[src/rtl/reg_cmd_mst.sv]
// reg_cmd_mst: valid/ready command stream to single reg bus transactions.
// Optional response timeout when REG_CMD_MST_TIMEOUT_EN is defined.
package reg_cmd_mst_pkg;

  typedef struct packed {
    logic [31:0] addr;
    logic        write;
    logic [31:0] wdata;
    logic [3:0]  wstrb;
    logic        valid;
  } reg_req_t;

  typedef struct packed {
    logic [31:0] rdata;
    logic        error;
    logic        ready;
  } reg_rsp_t;

endpackage

module reg_cmd_mst
  import reg_cmd_mst_pkg::*;
#(
  parameter int unsigned   AW             = 32,
  parameter int unsigned   DW             = 32,
  parameter int unsigned   TIMEOUT_CYCLES = 1024,
  parameter logic [DW-1:0] TO_VAL         = DW'(32'hDEADBEEF),
  parameter type           req_t          = reg_req_t,
  parameter type           rsp_t          = reg_rsp_t
) (
  input  logic            clk_i,
  input  logic            rst_ni,
  input  logic            cmd_valid_i,
  output logic            cmd_ready_o,
  input  logic [AW-1:0]   cmd_addr_i,
  input  logic            cmd_write_i,
  input  logic [DW-1:0]   cmd_wdata_i,
  input  logic [DW/8-1:0] cmd_wstrb_i,
  output logic            rsp_valid_o,
  input  logic            rsp_ready_i,
  output logic [DW-1:0]   rsp_rdata_o,
  output logic            rsp_error_o,
  output logic            rsp_timeout_o,
  output req_t            reg_req_o,
  input  rsp_t            reg_rsp_i
);

  typedef enum logic [1:0] {
    IDLE = 2'd0,
    REQ  = 2'd1,
    RSP  = 2'd2
  } state_e;

  state_e          state_q, state_d;
  logic [AW-1:0]   addr_q, addr_d;
  logic            write_q, write_d;
  logic [DW-1:0]   wdata_q, wdata_d;
  logic [DW/8-1:0] wstrb_q, wstrb_d;
  logic [DW-1:0]   rdata_q, rdata_d;
  logic            err_q, err_d;

`ifdef REG_CMD_MST_TIMEOUT_EN
  localparam int unsigned CW = $clog2(TIMEOUT_CYCLES + 1);

  logic [CW-1:0] cnt_q, cnt_d;
  logic          to_q, to_d;
  logic          expire;

  assign expire = (cnt_q == CW'(TIMEOUT_CYCLES - 1));
`else
  logic unused_cfg;

  assign unused_cfg = ^{TO_VAL, TIMEOUT_CYCLES};
`endif

  always_comb begin
    state_d = state_q;
    addr_d  = addr_q;
    write_d = write_q;
    wdata_d = wdata_q;
    wstrb_d = wstrb_q;
    rdata_d = rdata_q;
    err_d   = err_q;
`ifdef REG_CMD_MST_TIMEOUT_EN
    cnt_d   = cnt_q;
    to_d    = to_q;
`endif
    unique case (state_q)
      IDLE: begin
        if (cmd_valid_i) begin
          addr_d  = cmd_addr_i;
          write_d = cmd_write_i;
          wdata_d = cmd_wdata_i;
          wstrb_d = cmd_wstrb_i;
`ifdef REG_CMD_MST_TIMEOUT_EN
          cnt_d   = '0;
`endif
          state_d = REQ;
        end
      end
      REQ: begin
        if (reg_rsp_i.ready) begin
          rdata_d = reg_rsp_i.rdata;
          err_d   = reg_rsp_i.error;
`ifdef REG_CMD_MST_TIMEOUT_EN
          to_d    = 1'b0;
`endif
          state_d = RSP;
        end
`ifdef REG_CMD_MST_TIMEOUT_EN
        // abort drops req.valid mid-transfer to isolate a hung target
        else if (expire) begin
          rdata_d = TO_VAL;
          err_d   = 1'b1;
          to_d    = 1'b1;
          state_d = RSP;
        end else begin
          cnt_d   = cnt_q + CW'(1);
        end
`endif
      end
      RSP: begin
        if (rsp_ready_i) begin
          state_d = IDLE;
        end
      end
      default: begin
        state_d = IDLE;
      end
    endcase
  end

  always_ff @(posedge clk_i or negedge rst_ni) begin
    if (!rst_ni) begin
      state_q <= IDLE;
      addr_q  <= '0;
      write_q <= 1'b0;
      wdata_q <= '0;
      wstrb_q <= '0;
      rdata_q <= '0;
      err_q   <= 1'b0;
`ifdef REG_CMD_MST_TIMEOUT_EN
      cnt_q   <= '0;
      to_q    <= 1'b0;
`endif
    end else begin
      state_q <= state_d;
      addr_q  <= addr_d;
      write_q <= write_d;
      wdata_q <= wdata_d;
      wstrb_q <= wstrb_d;
      rdata_q <= rdata_d;
      err_q   <= err_d;
`ifdef REG_CMD_MST_TIMEOUT_EN
      cnt_q   <= cnt_d;
      to_q    <= to_d;
`endif
    end
  end

  // ready is masked by reset so no command is taken while held in reset
  assign cmd_ready_o = rst_ni && (state_q == IDLE);
  assign rsp_valid_o = (state_q == RSP);
  assign rsp_rdata_o = rdata_q;
  assign rsp_error_o = err_q;

`ifdef REG_CMD_MST_TIMEOUT_EN
  assign rsp_timeout_o = to_q;
`else
  assign rsp_timeout_o = 1'b0;
`endif

  always_comb begin
    reg_req_o       = '0;
    reg_req_o.addr  = addr_q;
    reg_req_o.write = write_q;
    reg_req_o.wdata = wdata_q;
    reg_req_o.wstrb = wstrb_q;
    reg_req_o.valid = (state_q == REQ);
  end

endmodule

[config.mk]
export PLATFORM = sky130hd
export DESIGN_NAME = reg_cmd_mst
export DESIGN_NICKNAME = d
export VERILOG_FILES = /design/src/rtl/reg_cmd_mst.sv
export SDC_FILE = /design/constraint.sdc
export NUM_CORES = 1
export LEC_CHECK = 0
export CAP_MARGIN = 5
export CORE_ASPECT_RATIO = 2
export CORE_MARGIN = 5
export CORE_UTILIZATION = 36
export CTS_BUF_LIST = sky130_fd_sc_hd__clkbuf_8
export DETAILED_ROUTE_END_ITERATION = 12
export GPL_TIMING_DRIVEN = 0
export PLACE_DENSITY = 0.78
export SYNTH_ARGS = -nofsm -noshare
export SYNTH_HDL_FRONTEND = slang
export SYNTH_SLANG_ARGS = --single-unit
[constraint.sdc]
create_clock -name clk_i -period 1.35 [get_ports clk_i]
set_input_delay 0.135 -clock clk_i [delete_from_list [all_inputs] [get_ports clk_i]]
set_output_delay 0.135 -clock clk_i [all_outputs]
set_load 0.02 [all_outputs]
==> flow_summary.ini, run 1 <==
[worst_setup_path]
path_buf_inv = 2
slowest_delay_ns = 0.45
timing.rr.end = addr_q[19]$_DFFE_PN0P_
critPathMaxFanout = 5
r2r_cells = 5
r2r_start = state_q[0]$_DFFE_PN0P_
cp_top_family = flip-flops
r2r_setup_slack_ns = -0.12
cp_common_cell = buf_4
cpMaxStageDelayCell = dfrtp_2
required_ns = 1.22
crit_chain = buf_4 > nor3b_1 > buf_4
worst_setup_path_end_kind = primary output
start_kind = register
cp.arrival_ns = 1.34
critPathKind = reg -> out

[global_routing]
grt_util_all_layers_pct = 16.4
antenna_found_initial = 0
grt_max_degree = 57
grt_pass1_vias = 3230
gr-total-overflow = 0
grt_pass1_wl_microns = 16800

[power]
power_density_nw_per_um2 = 2330
p_leak_nw = 2.98
ir_drop_mv = 1.28
p_total_mw = 15.3

[job]
cap_viol_max_count = 0

[drt]
ant_nets = 0
drtPass1Iterations = 4
drc_errors = 0
vias = 2805
wl_per_cell_microns = 18.2
avgViaCountPerCell = 4.60
wirelength_microns = 11100
drt_iter0_markers = 40

[timing]
setup_ws_ns = -0.127
maxSlewViolCount = 0
timing.final.crit_share_pct = 109
final.min_clock_period_ns = 1.48
max_freq_mhz = 677
finalClockSkew_ns = 0.0133
fin_setup_tns_ns = -9.05
hold_viol = 104
fin_hold_ws_ns = -0.381
finalSetupViolCount = 104
rsz0062_at_grt = yes

[die]
dieArea_sq_um = 13200
die_h_microns = 157
core-area_sq_um = 10800
initial_utilization_pct = 36.2
io_pins = 213
die_w_microns = 83.7
rows = 54

[cells_and_area]
final_common_cell = clkdlybuf4s50_1
nets = 573
n_antenna_cell = 0
final_cell_mix = clkdlybuf4s50_1, dfrtp_1, dlygate4sd2_1
layout-drive-gt1-share_pct = 31.9
fin_util_pct = 61.0
areaGrowthSynthToFinish_pct = 68.5

[clocking]
clock_path_buffers = 2
h-tree-depth = 3
clk-insertion-delay-late_ns = 0.36
numCtsBuffers = 9
cts.sink_count = 104
root_buffer = clkbuf_8
cts_tree = built
path_clk_slew_ns = 0.10

[place]
port_buffers = 211
gp_congestion = 0.718
dpl.hpwl_microns = 8500

[yosys]
synth-seq-cells = 104
synthCells = 230
synthesis.area_sq_um = 3910
seq_area_frac_synth_pct = 66.5
syn_area_per_cell_sq_um = 17.0
yosys_warnings = 0
syn_nets = 337
ys_types = 15

[status]
failed_checks = negative hold slack, negative setup slack
status = complete, but fails checks

[hold_path]
hp-class = in -> async
## metal layers
metal  vias to the layer above  track usage, %  share of wire, %
met5                         -               0                 0
met4                         0            8.36               3.5
met3                        26            5.24               7.0
met2                       121            31.4                58
met1                      1384            15.4                32
li1                       1274               -                 -
## registers in the layout, summed over array words and instances, names as in the netlist
signal	flops
wdata_q	32
addr_q	32
rsp_rdata_o	32
rsp_error_o	1
write_q	1
state_q	2
wstrb_q	4
## cells by family (layout without fill, tap and decap cells)
logic type | count (synthesis) | count (layout) | share of synthesized area (%)
flip-flops | 104 | 104 | 66.5
AO/OA/AOI/OAI | 2 | 2 | 0.256
other | 1 | 1 | 0.0958
buffers and inverters | 14 | 254 | 2.30
AND/OR/NAND/NOR | 7 | 7 | 1.50
multiplexers | 102 | 102 | 29.3
## power breakdown
part           total, mW  internal (mW)  switching (mW)
logic               8.16           4.14            4.02
registers           5.48           4.72           0.761
clock network       1.70          0.655            1.05
total               15.3           9.51            5.83
## worst reg2reg max path, delay by kind of cell, from the launching register on
family	cells	cell delay, ns
DFF	1	0.45
buffers and inverters	3	0.41
and+or+nand+nor	1	0.21
muxes	1	0.30
## synth_stat cells (all sizes together)
cell type,instances,share of area (%)
dfrtp,104,66
mux2,102,29
buf,13,2.2
nand2b,3,0.48
nor3b,2,0.67
a21oi,1,0.13
conb,1,0.096
inv,1,0.096
nand3b,1,0.19
nor2b,1,0.16
o21ai,1,0.13
## per-stage QoR
stage / instances / instance area [sq um] / hold WS [ns] / worst slack, ns
4_1_cts: 603 / 6430 / -0.392 / -0.173
3_3_place_gp: 581 / 6220 / 0.466 / -3.76
6_report: 610 / 6600 / -0.381 / -0.127
5_1_grt: 610 / 6600 / -0.388 / -0.200
2_1_floorplan: 230 / 3940 / -0.161 / -0.0996
3_5_place_dp: 582 / 6250 / 0.207 / -0.723
## worst max-delay path by stage
| stage | end | start | slack, ns | cells after the start |
|---|---|---|---|---|
| after global placement | cmd_ready_o | rst_ni | -3.76 | 3 |
| after floorplan | addr_q[11]$_DFFE_PN0P_ | state_q[0]$_DFFE_PN0P_ | -0.1 | 5 |
| final | cmd_ready_o | state_q[0]$_DFFE_PN0P_ | -0.13 | 3 |
| after CTS | addr_q[24]$_DFFE_PN0P_ | state_q[0]$_DFFE_PN0P_ | -0.17 | 5 |
| after detailed placement | cmd_ready_o | rst_ni | -0.72 | 4 |
| after global routing | cmd_ready_o | state_q[0]$_DFFE_PN0P_ | -0.20 | 3 |
## repair_timing
| item | in CTS | in global routing |
|---|---|---|
| setup buffers | 5 | 4 |
| cloned | 2 | 3 |
| setup endpoints to repair | 203 | 99 |
| pin swaps | 2 | 1 |
| gates resized for setup | 148 | 18 |
| endpoints found under the hold margin | 104 | 67 |
## layout make-up
type,instances,area (sq um)
flip-flops and latches,104,2610
inverters,1,3.75
clock buffers,9,124
repair buffers,226,2220
plain buffers,12,140
clock inverters,6,38.8
fillers,900,4220
multi-input cells,112,1290
well taps,140,175
(Power assumes the default switching activity.)
==> inputs of run 2 (changes only) <==
--- a/config.mk
+++ b/config.mk
@@ -5,12 +5,13 @@
 export SDC_FILE = /design/constraint.sdc
 export NUM_CORES = 1
 export LEC_CHECK = 0
-export CAP_MARGIN = 5
+export CAP_MARGIN = 10
 export CORE_ASPECT_RATIO = 2
 export CORE_MARGIN = 5
 export CORE_UTILIZATION = 36
 export CTS_BUF_LIST = sky130_fd_sc_hd__clkbuf_8
 export DETAILED_ROUTE_END_ITERATION = 12
+export GPL_ROUTABILITY_DRIVEN = 0
 export GPL_TIMING_DRIVEN = 0
 export PLACE_DENSITY = 0.78
 export SYNTH_ARGS = -nofsm -noshare
==> results of run 2 <==
Final layout, timing and power as in run 1 (identical DEF).
==> inputs of run 3 (changes only) <==
--- a/config.mk
+++ b/config.mk
@@ -14,6 +14,7 @@
 export GPL_ROUTABILITY_DRIVEN = 0
 export GPL_TIMING_DRIVEN = 0
 export PLACE_DENSITY = 0.78
+export SLEW_MARGIN = 10
 export SYNTH_ARGS = -nofsm -noshare
 export SYNTH_HDL_FRONTEND = slang
 export SYNTH_SLANG_ARGS = --single-unit
==> results of run 3 <==
Final layout, timing and power as in run 1 (identical DEF).
==> RTL change 1 (flow settings as in run 1) <==
Re-encode `state_e` (3 states) as one-hot, 3 bits wide.
--- a/src/rtl/reg_cmd_mst.sv
+++ b/src/rtl/reg_cmd_mst.sv
@@ -47,6 +47,6 @@
 
-  typedef enum logic [1:0] {
-    IDLE = 2'd0,
-    REQ  = 2'd1,
-    RSP  = 2'd2
+  typedef enum logic [2:0] {
+    IDLE = 3'b001,
+    REQ  = 3'b010,
+    RSP  = 3'b100
   } state_e;
Behaviour: no difference found for any inputs over 4 cycles, from zero or initial values and one cycle with rst_ni low; so few cycles prove little.
==> RTL change 1 against run 1 <==
Cell area grew 12%; area after synthesis grew 15%; routed wire length grew 11%; worst hold slack gained 190 ps; total power grew 13%; sequential power grew 2%; sequential share of layout area shrank 3.9 points; clock power grew 21%; the run still ends with hold timing, setup timing left; non-clock buffer count grew 13; maximum frequency shrank 7.2%; setup slack lost 110 ps; count of clock-buffer cells in the layout grew 1; sequential cell count grew 1.
==> RTL change 1: results (changes against run 1) <==
setup_path:
  cp_slowest_stage_delay_ps: 550  # was 450 ps
  slowest_stage: "dfstp_2"  # was dfrtp_2
  reg2regPathDepth: 5  # unchanged
  crit_arrival_ps: 1840  # was 1340 ps
  worst-path-max-fanout: 5  # unchanged
grt:
  grt_pass1_vias: 3295  # was 3230
  grtUsageMet1_pct: 16.0  # was 15.4%
  grt_pass1_wl_mm: 17.6  # was 16.8 mm
  gr-usage-met3_pct: 3.37  # was 5.24%
  antenna_found_initial: 0  # unchanged
  grt_usage_pct: 15.7  # was 16.4%
  grt_max_degree: 59  # was 57
  use_met2_pct: 29.2  # was 31.4%
final_layout:
  n_antenna_cell: 0  # unchanged
  fillerInstances: 950  # was 900
  final_cell_count_no_fill: 635  # was 610
  nets: 590  # was 573
  drive_gt1_share_pct: 35.2  # was 31.9%
yosys:
  yosysUniqueCellTypes: 18  # was 15
  postSynthAreaPerCell_sq_um: 18.9  # was 17.0 sq um
  synthTopCellsByArea: "dfrtp_1, mux2_4, buf_12"  # was dfrtp_1, mux2_2, mux2_1
  async_reset_ff_share_pct: 100  # unchanged
  yosysSeqAreaShare_pct: 58.6  # was 66.5%
  synth_warnings: 0  # unchanged
  synth_common_cells: "dfrtp_1, mux2_4, buf_12, buf_6, mux2_2"  # was dfrtp_1, mux2_2, mux2_1, buf_2, buf_4
  synth_nets: 344  # was 337
worst_hold_path:
  min_path_type: "in2async"  # unchanged
placement:
  io_buffers: 211  # unchanged
  dpl-instance-area_sq_um: 6820  # was 6250 sq um
  dpl.hpwl_mm: 9.00  # was 8.50 mm
  place_inst: 596  # was 582
  gp_congestion: 0.725  # was 0.718
routing:
  vias_per_cell: 4.61  # was 4.60
  drt_pass1_iterations: 2  # was 4
  wl_per_cell_um: 19.4  # was 18.2 um
  drt_iter0_drc: 65  # was 40
clock_network:
  clock_path_buffers: 2  # unchanged
  cts-buffers-inserted: 9  # unchanged
  clk_latency_ps: 370
  h-tree-depth: 3  # unchanged
  cts.clk_slew.worst_paths_ps: 110
  cts_root_buffer: "clkbuf_8"  # unchanged
power:
  peakVddDrop_v: 0.00126  # was 0.00128 V
  leakage_uw: 0.00345  # was 0.00298 uW
status:
  status: "finished, violations left"  # unchanged
  violations: "hold timing, setup timing"  # unchanged
timing:
  worstMarginPinSlew_ps: 751
  setup_viol: 106  # was 104
  layout_setup_ws_ps: -241  # was -127 ps
  finalHoldWorstSlack_ps: -187  # was -381 ps
  skew_ps: 19.7  # was 13.3 ps
  hold_viol: 55  # was 104
-- RTL change 1: changes by cell type after synthesis, sizes merged, moves of 2 or more --
cell    before  now
and4bb       0    3
buf         13   15
nand2b       3    0
or3b         0    2
-- RTL change 1: metal layers --
layer / wire, um / vias to the layer above / share of wire (%)
met3: 739 / 21 / 6.0
met5: 0 / - / 0
met2: 7030 / 121 / 57
met1: 4150 / 1460 / 34
li1: - / 1327 / -
met4: 380 / 0 / 3.1
-- RTL change 1: worst paths after layout --
| check | endpoint | start |
|---|---|---|
| setup / recovery | addr_q[22]$_DFFE_PN0P_ | state_q[0]$_DFFE_PN1P_ |
| hold / removal | rsp_rdata_o[10]$_DFFE_PN0P_ | rst_ni |
| setup reg to reg | addr_q[22]$_DFFE_PN0P_ | state_q[0]$_DFFE_PN1P_ |
| hold reg to reg | wdata_q[26]$_DFFE_PN0P_ | wdata_q[26]$_DFFE_PN0P_ |
| max in group asynchronous | wdata_q[20]$_DFFE_PN0P_ | rst_ni |
| min in group clk_i | wdata_q[11]$_DFFE_PN0P_ | cmd_wdata_i[11] |
-- RTL change 1: kinds of logic after synthesis --
family,share of synthesized area [%]
AO/OA/AOI/OAI,0.223
buffers and inverters,4.94
flip-flops,58.6
multiplexers,33.9
other,0.0836
AND/OR/NAND/NOR,2.20
-- RTL change 1: worst max-delay path: cells and delay by family (launching register included) --
kind	cells	cell delay (ps)
buffers and inverters	3	410
and+or+nand+nor	1	240
DFF	1	550
muxes	1	290
-- RTL change 1: repair_timing --
item	in CTS	in global routing
setup endpoints to repair	208	107
endpoints found under the hold margin	55	55
gates cloned	3	8
pin swaps	3	3
buffers inserted	8	8
gates resized for setup	133	20
-- RTL change 1: final cells by class --
cell class | instances | area [sq um] | area share [%]
Sequential cell | 105 | 2630 | 35.6
Clock inverter | 6 | 70.1 | 0.947
Buffer | 14 | 255 | 3.45
Clock buffer | 10 | 138 | 1.86
Tap cell | 147 | 184 | 2.49
Multi-Input combinational cell | 116 | 1670 | 22.6
Timing Repair Buffer | 237 | 2450 | 33.1
-- RTL change 1: metrics by stage --
step / power [uW] / hold slack (ps) / setup TNS (ps) / setup slack, ps
floorplan: 11200 / -161 / -17810 / -203
global placement: 15400 / 491 / -418060 / -4120
detailed placement: 15600 / 261 / -29140 / -548
CTS: 17100 / -166 / -22440 / -257
global route: 18200 / -138 / -26290 / -286
finish: 17300 / -187 / -22100 / -241
-- RTL change 1: report_power, final --
part	switching (uW)	internal (uW)	leakage [uW]
registers	837	4740	0.00124
logic	4250	5400	0.00210
clock network	1120	934	0.000108
total	6200	11100	0.00345
==> RTL change 2 (config.mk and constraints of run 1) <==
Without the edit above. Build with the macro `REG_CMD_MST_TIMEOUT_EN` defined.
--- a/src/rtl/reg_cmd_mst.sv
+++ b/src/rtl/reg_cmd_mst.sv
@@ -2,2 +2,4 @@
 // Optional response timeout when REG_CMD_MST_TIMEOUT_EN is defined.
+`define REG_CMD_MST_TIMEOUT_EN
+
 package reg_cmd_mst_pkg;
Behaviour: no difference found for any inputs over 4 cycles, from zero or initial values and one cycle with rst_ni low; that may be too few to reach the edited logic, so the function may still have changed.
==> RTL change 2 against run 1 <==
The run still ends with hold timing, setup timing left; cell area up 22%; area after synthesis up 14%; combinational power up 26%; sequential cell count up 12; setup slack worse by 260 ps; sequential share of layout area down 3.4 points; largest cell class unchanged; total power up 28%; routed wire length up 37%.
==> RTL change 2: results (changes against run 1) <==
status:
  status: "finished, violations left"  # unchanged
  violations: "hold timing, setup timing"  # unchanged
grt:
  grt_usage_pct: 19.4  # was 16.4%
  grtUsageMet1_pct: 19.9  # was 15.4%
  gr-usage-met3_pct: 5.36  # was 5.24%
  use_met2_pct: 35.2  # was 31.4%
  grt_max_degree: 60  # was 57
  grt_pass1_vias: 4098  # was 3230
  grt_pass1_wl_mm: 21.8  # was 16.8 mm
routing:
  vias_per_cell: 5.04  # was 4.60
  dr_wl_met3_mm: 1.09  # was 779 um
  met1_length_mm: 5.13  # was 3.50 mm
  drt_iter0_drc: 113  # was 40
  route.met2.wl_mm: 8.45  # was 6.41 mm
  num_vias: 3658  # was 2805
  wl_per_cell_um: 20.9  # was 18.2 um
yosys:
  yosysUniqueCellTypes: 42  # was 15
  synth_nets: 412  # was 337
  synth_common_cells: "dfrtp_1, mux2_2, o22a_1, mux2_1, buf_2"  # was dfrtp_1, mux2_2, mux2_1, buf_2, buf_4
  synthTopCellsByArea: "dfrtp_1, mux2_2, o22a_1"  # was dfrtp_1, mux2_2, mux2_1
  yosysSeqAreaShare_pct: 64.8  # was 66.5%
placement:
  gp_congestion: 0.828  # was 0.718
  place_inst: 663  # was 582
  dpl.hpwl_mm: 10.5  # was 8.50 mm
  dpl-instance-area_sq_um: 7160  # was 6250 sq um
clock_network:
  cts-buffers-inserted: 17  # was 9
  cts.clk_slew.worst_paths_ps: 80  # was 100 ps
  clk_latency_ps: 430  # was 360 ps
  h-tree-depth: 4  # was 3
power:
  peakVddDrop_v: 0.00158  # was 0.00128 V
  leakage_uw: 0.00364  # was 0.00298 uW
final_layout:
  nets: 675  # was 573
  drive_gt1_share_pct: 30.1  # was 31.9%
  n_antenna_cell: 0  # unchanged
setup_path:
  cp_slowest_stage_delay_ps: 410  # was 450 ps
  crit_family: "compound AO/OA/AOI/OAI gates"  # was flip-flops
  slowest_stage: "dfrtp_1"  # was dfrtp_2
timing:
  finalHoldWorstSlack_ps: -431  # was -381 ps
  hold_viol: 116  # was 104
  skew_ps: 17.4  # was 13.3 ps
  layout_setup_ws_ps: -388  # was -127 ps
  setup_viol: 119  # was 104
==> RTL change 2: cell types whose count changed in the layout (fill, tap and decap cells not counted), sizes merged, moves of 5 or more <==
cell           run 1  this run
o22a               0        25
nand2              0         9
mux2             102        69
a22o               0         8
a31oi              0         7
dfrtp            104       116
buf               28        46
clkinv             0         5
clkbuf            13        26
==> RTL change 2: cell families after synthesis <==
logic type	after synthesis	synth area share (%)
compound gates	59	10.4
fa+ha+maj	1	0.279
buf+inv	22	2.21
flops	116	64.8
mux	71	17.8
simple gates	35	4.55
==> RTL change 2: layout make-up <==
type | count | area (sq um)
Clock inverter | 14 | 163
Tap cell | 147 | 184
Sequential cell | 116 | 2910
Multi-Input combinational cell | 167 | 1860
Clock buffer | 17 | 234
Fill cell | 881 | 4130
Timing Repair Buffer | 244 | 2460
Inverter | 4 | 17.5
Buffer | 17 | 239
==> RTL change 2: worst register-to-register path, stage by stage (launching register included) <==
cell and delay (ps):
dfrtp_1 410, ha_4 170, nand4_4 130, or2_4 280, o41a_1 350, buf_6 150, a31oi_2 170
==> RTL change 2: power by group <==
group	internal [uW]	switching, uW	total [uW]
clock network	1810	1460	3260
registers	5120	951	6070
logic	5450	4860	10300
total	12400	7270	19700
==> RTL change 2: path summary, 6_finish.rpt <==
kind | from | endpoint | slack [ps] | cells after the start
worst max-delay path | cnt_q[1]$_DFFE_PN0P_ | cnt_q[3]$_DFFE_PN0P_ | -390 | 6
worst min-delay path | rst_ni | wdata_q[22]$_DFFE_PN0P_ | -430 | 1
worst max register to register | cnt_q[1]$_DFFE_PN0P_ | cnt_q[3]$_DFFE_PN0P_ | -390 | 6
worst min register to register | rsp_rdata_o[6]$_DFFE_PN0P_ | rsp_rdata_o[6]$_DFFE_PN0P_ | 490 | 1
max in group asynchronous | rst_ni | addr_q[23]$_DFFE_PN0P_ | 1170 | 2
min in group clk_i | reg_rsp_i[0] | state_q[1]$_DFFE_PN0P_ | 310 | 3
==> RTL change 2: timing repair <==
action	CTS	global route
gates cloned	3	7
endpoints found under the setup margin	222	122
pin swaps	8	6
resized for setup	167	17
setup buffers	12	12
endpoints found under the hold margin	116	116
==> RTL change 2: per-stage QoR <==
| stage | TNS [ps] | hold WS (ps) | util, % | worst slack, ps |
|---|---|---|---|---|
| 5_1_grt | -38600 | -431 | 66.1 | -441 |
| 2_1_floorplan | -18640 | -161 | - | -266 |
| 3_3_place_gp | -551380 | 471 | 58.5 | -4610 |
| 6_report | -35590 | -431 | 66.1 | -388 |
| 4_1_cts | -26370 | -435 | 63.8 | -366 |
| 3_5_place_dp | -65350 | 257 | 58.7 | -855 |
